<file path="config.mk">
export PLATFORM = sky130hd
export DESIGN_NAME = dct8_stream
export DESIGN_NICKNAME = d
export VERILOG_FILES = /design/src/rtl/dct8_stream.sv
export SDC_FILE = /design/constraint.sdc
export NUM_CORES = 2
export LEC_CHECK = 0
export ABC_AREA = 0
export CAP_MARGIN = 10
export CELL_PAD_IN_SITES_DETAIL_PLACEMENT = 0
export CELL_PAD_IN_SITES_GLOBAL_PLACEMENT = 2
export CORE_MARGIN = 2
export CORE_UTILIZATION = 35
export DETAILED_ROUTE_END_ITERATION = 16
export GPL_ROUTABILITY_DRIVEN = 1
export HOLD_SLACK_MARGIN = 0.1
export PLACE_DENSITY_LB_ADDON = 0.1
export SLEW_MARGIN = 40
export SYNTH_ARGS = -nofsm -noshare
export SYNTH_HDL_FRONTEND = slang
export SYNTH_SLANG_ARGS = --single-unit
</file>
<file path="constraint.sdc">
create_clock -name clk -period 13.7 [get_ports clk]
set_input_delay 4.11 -clock clk [delete_from_list [all_inputs] [get_ports clk]]
set_output_delay 4.11 -clock clk [all_outputs]
set_load 0.005 [all_outputs]
</file>
<file path="src/rtl/dct8_stream.sv">
// dct8_stream: streaming 8-point 1-D forward DCT (fixed point, rounded, optionally saturated).
// Latency: y0 is registered on the 8th accepted sample (valid 1 cycle later); then 1 coeff/cycle.
// Backpressure: LOAD and OUT phases never overlap; out_* held stable while out_ready=0.
//
// Ports: clk, rst (async active-high); in_valid/in_ready/in_data sample input;
//        out_valid/out_ready/out_data/out_idx/out_last coefficient output;
//        sat_flag only when DCT8_STREAM_SAT_EN is defined (saturating narrowing),
//        otherwise the narrowed result wraps to DATA_W bits.
module dct8_stream #(
  parameter int DATA_W = 16,
  parameter int FRAC_W = 10,
  parameter int ACC_W  = DATA_W + FRAC_W + 5
) (
  input  logic              clk,
  input  logic              rst,
  input  logic              in_valid,
  output logic              in_ready,
  input  logic [DATA_W-1:0] in_data,
  output logic              out_valid,
  input  logic              out_ready,
  output logic [DATA_W-1:0] out_data,
  output logic [2:0]        out_idx,
  output logic              out_last
`ifdef DCT8_STREAM_SAT_EN
  ,
  output logic              sat_flag
`endif
);

  // cos(k*pi/16) * 2^30 table, scaled at elaboration to round(cos/2 * 2^FRAC_W).
  function automatic int ck(input int kk);
    longint t;
    case (kk)
      1:       t = 64'sd1053110176;
      2:       t = 64'sd992008095;
      3:       t = 64'sd892783698;
      4:       t = 64'sd759250125;
      5:       t = 64'sd596538995;
      6:       t = 64'sd410903207;
      7:       t = 64'sd209476638;
      default: t = 64'sd0;
    endcase
    return int'((t + (longint'(1) <<< (30 - FRAC_W))) >>> (31 - FRAC_W));
  endfunction

  localparam logic signed [ACC_W-1:0] K1  = ACC_W'(ck(1));
  localparam logic signed [ACC_W-1:0] K2  = ACC_W'(ck(2));
  localparam logic signed [ACC_W-1:0] K3  = ACC_W'(ck(3));
  localparam logic signed [ACC_W-1:0] K4  = ACC_W'(ck(4));
  localparam logic signed [ACC_W-1:0] K5  = ACC_W'(ck(5));
  localparam logic signed [ACC_W-1:0] K6  = ACC_W'(ck(6));
  localparam logic signed [ACC_W-1:0] K7  = ACC_W'(ck(7));
  localparam logic signed [ACC_W-1:0] RND = ACC_W'(longint'(1) <<< (FRAC_W - 1));

  typedef enum logic {S_LOAD, S_OUT} state_t;

  state_t state, state_nxt;
  logic [2:0] cnt;
  logic [2:0] k;
  logic signed [DATA_W-1:0] x  [8];
  logic signed [DATA_W-1:0] xv [8];
  logic signed [ACC_W-1:0]  s  [4];
  logic signed [ACC_W-1:0]  d  [4];
  logic signed [ACC_W-1:0]  acc [8];
  logic signed [ACC_W-1:0]  rnd;
  logic [2:0]               sel;
  logic [DATA_W-1:0]        y_sel;
  logic                     clip_sel;
  logic                     clip_q;

  always_ff @(posedge clk or posedge rst) begin
    if (rst) state <= S_LOAD;
    else     state <= state_nxt;
  end

  always_comb begin
    state_nxt = state;
    in_ready  = 1'b0;
    out_valid = 1'b0;
    case (state)
      S_LOAD: begin
        in_ready = 1'b1;
        if (in_valid && cnt == 3'd7) state_nxt = S_OUT;
      end
      S_OUT: begin
        out_valid = 1'b1;
        if (out_ready && k == 3'd7) state_nxt = S_LOAD;
      end
      default: state_nxt = S_LOAD;
    endcase
  end

  // y0 is computed in the same cycle x7 arrives, so the live input stands in for x[7].
  always_comb begin
    for (int i = 0; i < 8; i++) xv[i] = x[i];
    if (state == S_LOAD) xv[7] = $signed(in_data);
  end

  always_comb begin
    for (int i = 0; i < 4; i++) begin
      s[i] = ACC_W'(xv[i]) + ACC_W'(xv[7-i]);
      d[i] = ACC_W'(xv[i]) - ACC_W'(xv[7-i]);
    end
    acc[0] = K4 * (s[0] + s[1] + s[2] + s[3]);
    acc[4] = K4 * (s[0] - s[1] - s[2] + s[3]);
    acc[2] = K2 * (s[0] - s[3]) + K6 * (s[1] - s[2]);
    acc[6] = K6 * (s[0] - s[3]) - K2 * (s[1] - s[2]);
    acc[1] = K1 * d[0] + K3 * d[1] + K5 * d[2] + K7 * d[3];
    acc[3] = K3 * d[0] - K7 * d[1] - K1 * d[2] - K5 * d[3];
    acc[5] = K5 * d[0] - K1 * d[1] + K7 * d[2] + K3 * d[3];
    acc[7] = K7 * d[0] - K5 * d[1] + K3 * d[2] - K1 * d[3];
  end

  // Coefficient to be registered next: y0 at the end of LOAD, y_{k+1} during OUT.
  assign sel = (state == S_LOAD) ? 3'd0 : k + 3'd1;
  assign rnd = (acc[sel] + RND) >>> FRAC_W;

`ifdef DCT8_STREAM_SAT_EN
  localparam logic signed [ACC_W-1:0] MAXV = {{(ACC_W-DATA_W+1){1'b0}}, {(DATA_W-1){1'b1}}};
  localparam logic signed [ACC_W-1:0] MINV = ~MAXV;
  always_comb begin
    y_sel    = rnd[DATA_W-1:0];
    clip_sel = 1'b0;
    if (rnd > MAXV) begin
      y_sel    = MAXV[DATA_W-1:0];
      clip_sel = 1'b1;
    end else if (rnd < MINV) begin
      y_sel    = MINV[DATA_W-1:0];
      clip_sel = 1'b1;
    end
  end
  assign sat_flag = clip_q & out_valid;
`else
  logic unused_hi;
  assign y_sel     = rnd[DATA_W-1:0];
  assign clip_sel  = 1'b0;
  assign unused_hi = ^{rnd[ACC_W-1:DATA_W], clip_q};
`endif

  always_ff @(posedge clk or posedge rst) begin
    if (rst) begin
      cnt      <= '0;
      k        <= '0;
      out_data <= '0;
      clip_q   <= 1'b0;
      for (int i = 0; i < 8; i++) x[i] <= '0;
    end else if (state == S_LOAD) begin
      if (in_valid) begin
        x[cnt] <= $signed(in_data);
        cnt    <= cnt + 3'd1;   // wraps to 0 after the 8th sample
        if (cnt == 3'd7) begin
          out_data <= y_sel;
          clip_q   <= clip_sel;
          k        <= '0;
        end
      end
    end else if (out_ready) begin
      if (k != 3'd7) begin
        out_data <= y_sel;
        clip_q   <= clip_sel;
        k        <= k + 3'd1;
      end else begin
        k <= '0;
      end
    end
  end

  assign out_idx  = k;
  assign out_last = out_valid && (k == 3'd7);

endmodule

</file>
==> results_tabular.tex <==
\begin{tabular}{lr}
\hline
Metric & Value \\
\hline
\multicolumn{2}{l}{\textbf{Status}} \\
\quad Status & complete, no violations \\
\multicolumn{2}{l}{\textbf{Place}} \\
\quad Gpl congestion & 0.956 \\
\quad PortBufs & 41 \\
\quad Final HPWL from detailed placement & 273 mm \\
\multicolumn{2}{l}{\textbf{Clock network}} \\
\quad Clock network latency to the later pin of the worst-skew pair & 0.50 ns \\
\quad CTS tree & built \\
\quad Inserted Clock Buffers & 17 \\
\quad Post-CTS Hold Buffers & 0 \\
\quad Sinks on the clock net & 151 \\
\quad Clock slew seen by the registers of the worst setup and hold paths & 0.10 ns \\
\quad Number of buffers between clock root and the deepest sink & 2 \\
\quad Maximum level of the CTS H-tree & 4 \\
\quad Clock tree root driver cell & clkbuf\_16 \\
\multicolumn{2}{l}{\textbf{Logic synthesis}} \\
\quad Yosys reg bits & 151 \\
\quad Warning count from the yosys run & 0 \\
\quad Synth Area per Inst & 9.25 sq um \\
\quad Number of synthesized flops with an enable pin & 0 \\
\quad Top post-synthesis cells by area & fa\_1 (31\%), ha\_1 (25\%), inv\_1 (9.3\%) \\
\quad Top-area cell type share of the netlist area & 0.310 \\
\quad Count of distinct cell types in the synthesized netlist & 106 \\
\quad Most common cell in the netlist & inv\_1 \\
\quad Top FF cell, synth & dfrtp\_1 \\
\quad Syn\_nets & 11000 \\
\quad Synth area leader & fa\_1 \\
\quad Post-synthesis async set-or-reset flop share & 1.00 \\
\quad Synthesized area & 76900 sq um \\
\quad Top cell types by occurrence after synthesis & inv\_1 (1900), ha\_1 (1507), fa\_1 (1190) \\
\quad Share of synthesized area occupied by flip-flops and latches & 0.0491 \\
\quad Cell count after synthesis & 8309 \\
\multicolumn{2}{l}{\textbf{Setup path}} \\
\quad Delay of the slowest cell on the worst path & 0.56 ns \\
\quad Setup CP Type & input pin to flop \\
\quad Startpoint types & input pin \\
\quad Largest driver fanout on the critical path & 4 \\
\quad Critical path data arrival time & 13.95 ns \\
\quad Cell at the slowest stage of the critical path & fa\_1 \\
\quad Kind of capture point of the worst setup path & flop \\
\quad Reg-to-reg setup timing slack & 1.84 ns \\
\quad CP Data Required Time & 14.06 ns \\
\multicolumn{2}{l}{\textbf{Floorplan}} \\
\quad Initial standard-cell utilization of the core & 0.351 \\
\quad Number of top-level pins & 42 \\
\quad Number of placement rows & 172 \\
\quad Die Outline Area & 223000 sq um \\
\quad X dimension of the die & 473 um \\
\quad Overall die height & 473 um \\
\quad Area of the core & 219000 sq um \\
\multicolumn{2}{l}{\textbf{STA}} \\
\quad Final worst clock skew & 0.0204 ns \\
\quad Slew at the pin closest to its max-slew limit & 0.913 ns \\
\quad Relative slew margins & 0.387 \\
\quad Min Hold Slack & 0.491 ns \\
\quad Number of slew-limit violations in the final report & 0 \\
\quad Timing-limited maximum frequency & 0.0736 GHz \\
\quad Total setup violations reported at the end of the flow & 0 \\
\quad Final period utilization & 0.992 \\
\quad Final hold vios & 0 \\
\quad Unrepaired setup endpoints after global routing & true \\
\quad Clock period minus worst slack & 13.59 ns \\
\multicolumn{2}{l}{\textbf{Routing}} \\
\quad Final antenna-violating net count & 0 \\
\quad Detailed-route vias per instance & 4.94 \\
\quad DRT iter0 DRCs & 3762 \\
\quad Total wirelength of the detailed-routed design & 300 mm \\
\quad Vias & 61600 \\
\quad Average wire per cell in the routed design & 24.1 um \\
\quad DR DRC count & 0 \\
\quad Drt pass-1 iters & 5 \\
\multicolumn{2}{l}{\textbf{GRT}} \\
\quad Pin count of the biggest net entering global routing & 84 \\
\quad Congestion Overflow GR & 0 \\
\quad Antenna violations before repair & 11 \\
\quad GRT Total Usage & 0.270 \\
\quad Global-route wire length before repair & 437 mm \\
\quad Vias in the first global route & 63200 \\
\multicolumn{2}{l}{\textbf{Layout}} \\
\quad Final layout net count & 12300 \\
\quad Share of final-layout standard cells stronger than drive strength 1 & 0.197 \\
\quad Area Overhead vs Synth & 22.2\% \\
\multicolumn{2}{l}{\textbf{Worst hold path}} \\
\quad Type of the most critical hold path & flop to flop \\
\multicolumn{2}{l}{\textbf{Job}} \\
\quad Number of max-capacitance violations reported & 0 \\
\hline
\end{tabular}
critical path, delay by kind of cell:
| kind | cells | cell delay [ns] |
|---|---|---|
| adders and majority gates | 9 | 3.74 |
| AOI/OAI and AO/OA | 13 | 2.49 |
| buffers and inverters | 16 | 1.80 |
| and+or+nand+nor | 7 | 0.86 |
| xor gates and xnor gates | 4 | 0.64 |
| muxes | 1 | 0.23 |
path summary, 6_finish.rpt:
path	start	end	depth (start not counted)
setup reg to reg	x[64]	out_data[15]	46
hold / removal	out_data[2]	out_data[2]	2
min in group asynchronous	rst	x[14]	2
max in group asynchronous	rst	state	4
hold reg to reg	out_data[2]	out_data[2]	2
setup / recovery	in_data[1]	out_data[15]	50
routing by layer:
layer  vias up  wire length (um)  global-route usage
met5         -                 0                   0
met4         0              5530              0.0408
met3       108             14900              0.0351
met2      1154            126000               0.403
met1     30700            154000               0.419
li1      29600                 -                   -
logic make-up (layout without fill, tap and decap cells):
kind of cell               count (synthesis)  in the layout  synth area share
buffers and inverters                   2004           3290            0.0993
DFF                                      151            151            0.0491
adders and majority gates               2697           2697             0.555
muxes                                    143            143            0.0208
xor gates and xnor gates                 692            692            0.0804
and+or+nand+nor                         1221           1221            0.0768
other                                      0              8                 0
AOI/OAI and AO/OA                       1401           1401             0.118
what timing repair did:
item | in CTS | in global routing
resized for setup | 206 | 236
pin swaps | 106 | 176
setup endpoints to repair | 12 | 12
buffers inserted | 33 | 41
final cells by class:
class                   count  area, sq um
diodes                      8         20.0
clock buffers              17          425
clock inverters            15          204
fillers                 21800       125000
inverters                1901         7150
multi-input cells        6154        68000
flip-flops and latches    151         3780
well taps                2871         3590
repair buffers           1357        10800
cell usage in the layout (no fill, tap or decap), types with 107 or more instances in the layout:
cell / instances
fa_1: 1179
o21bai_1: 129
nor2_1: 340
a21o_1: 107
buf_4: 1256
xor2_1: 194
o21ai_0: 239
inv_1: 1873
nor3_1: 123
dfrtp_1: 150
a21oi_1: 370
xnor2_1: 425
nand2_1: 266
ha_1: 1438
per-stage QoR:
stage               instance area [sq um]  setup TNS, ns  std cells   util  setup WS [ns]
global placement                    90400         -15.11      12400  0.413          -1.88
floorplan                           77100              0       8309      -        0.00139
detailed placement                  90600         -14.79      12400  0.414          -1.74
global route                        94000          -1.26      12500  0.429         -0.304
CTS                                 92500              0      12400  0.422        0.00105
finish                              94000              0      12500  0.429          0.107
sequential cells by signal (all words and copies together) (netlist names):
register	count
cnt	3
out_data	16
out_idx	3
state	1
x	128
Power is not shown: default switching activity piles up to over one toggle a cycle in this logic, so the estimate is an artifact.
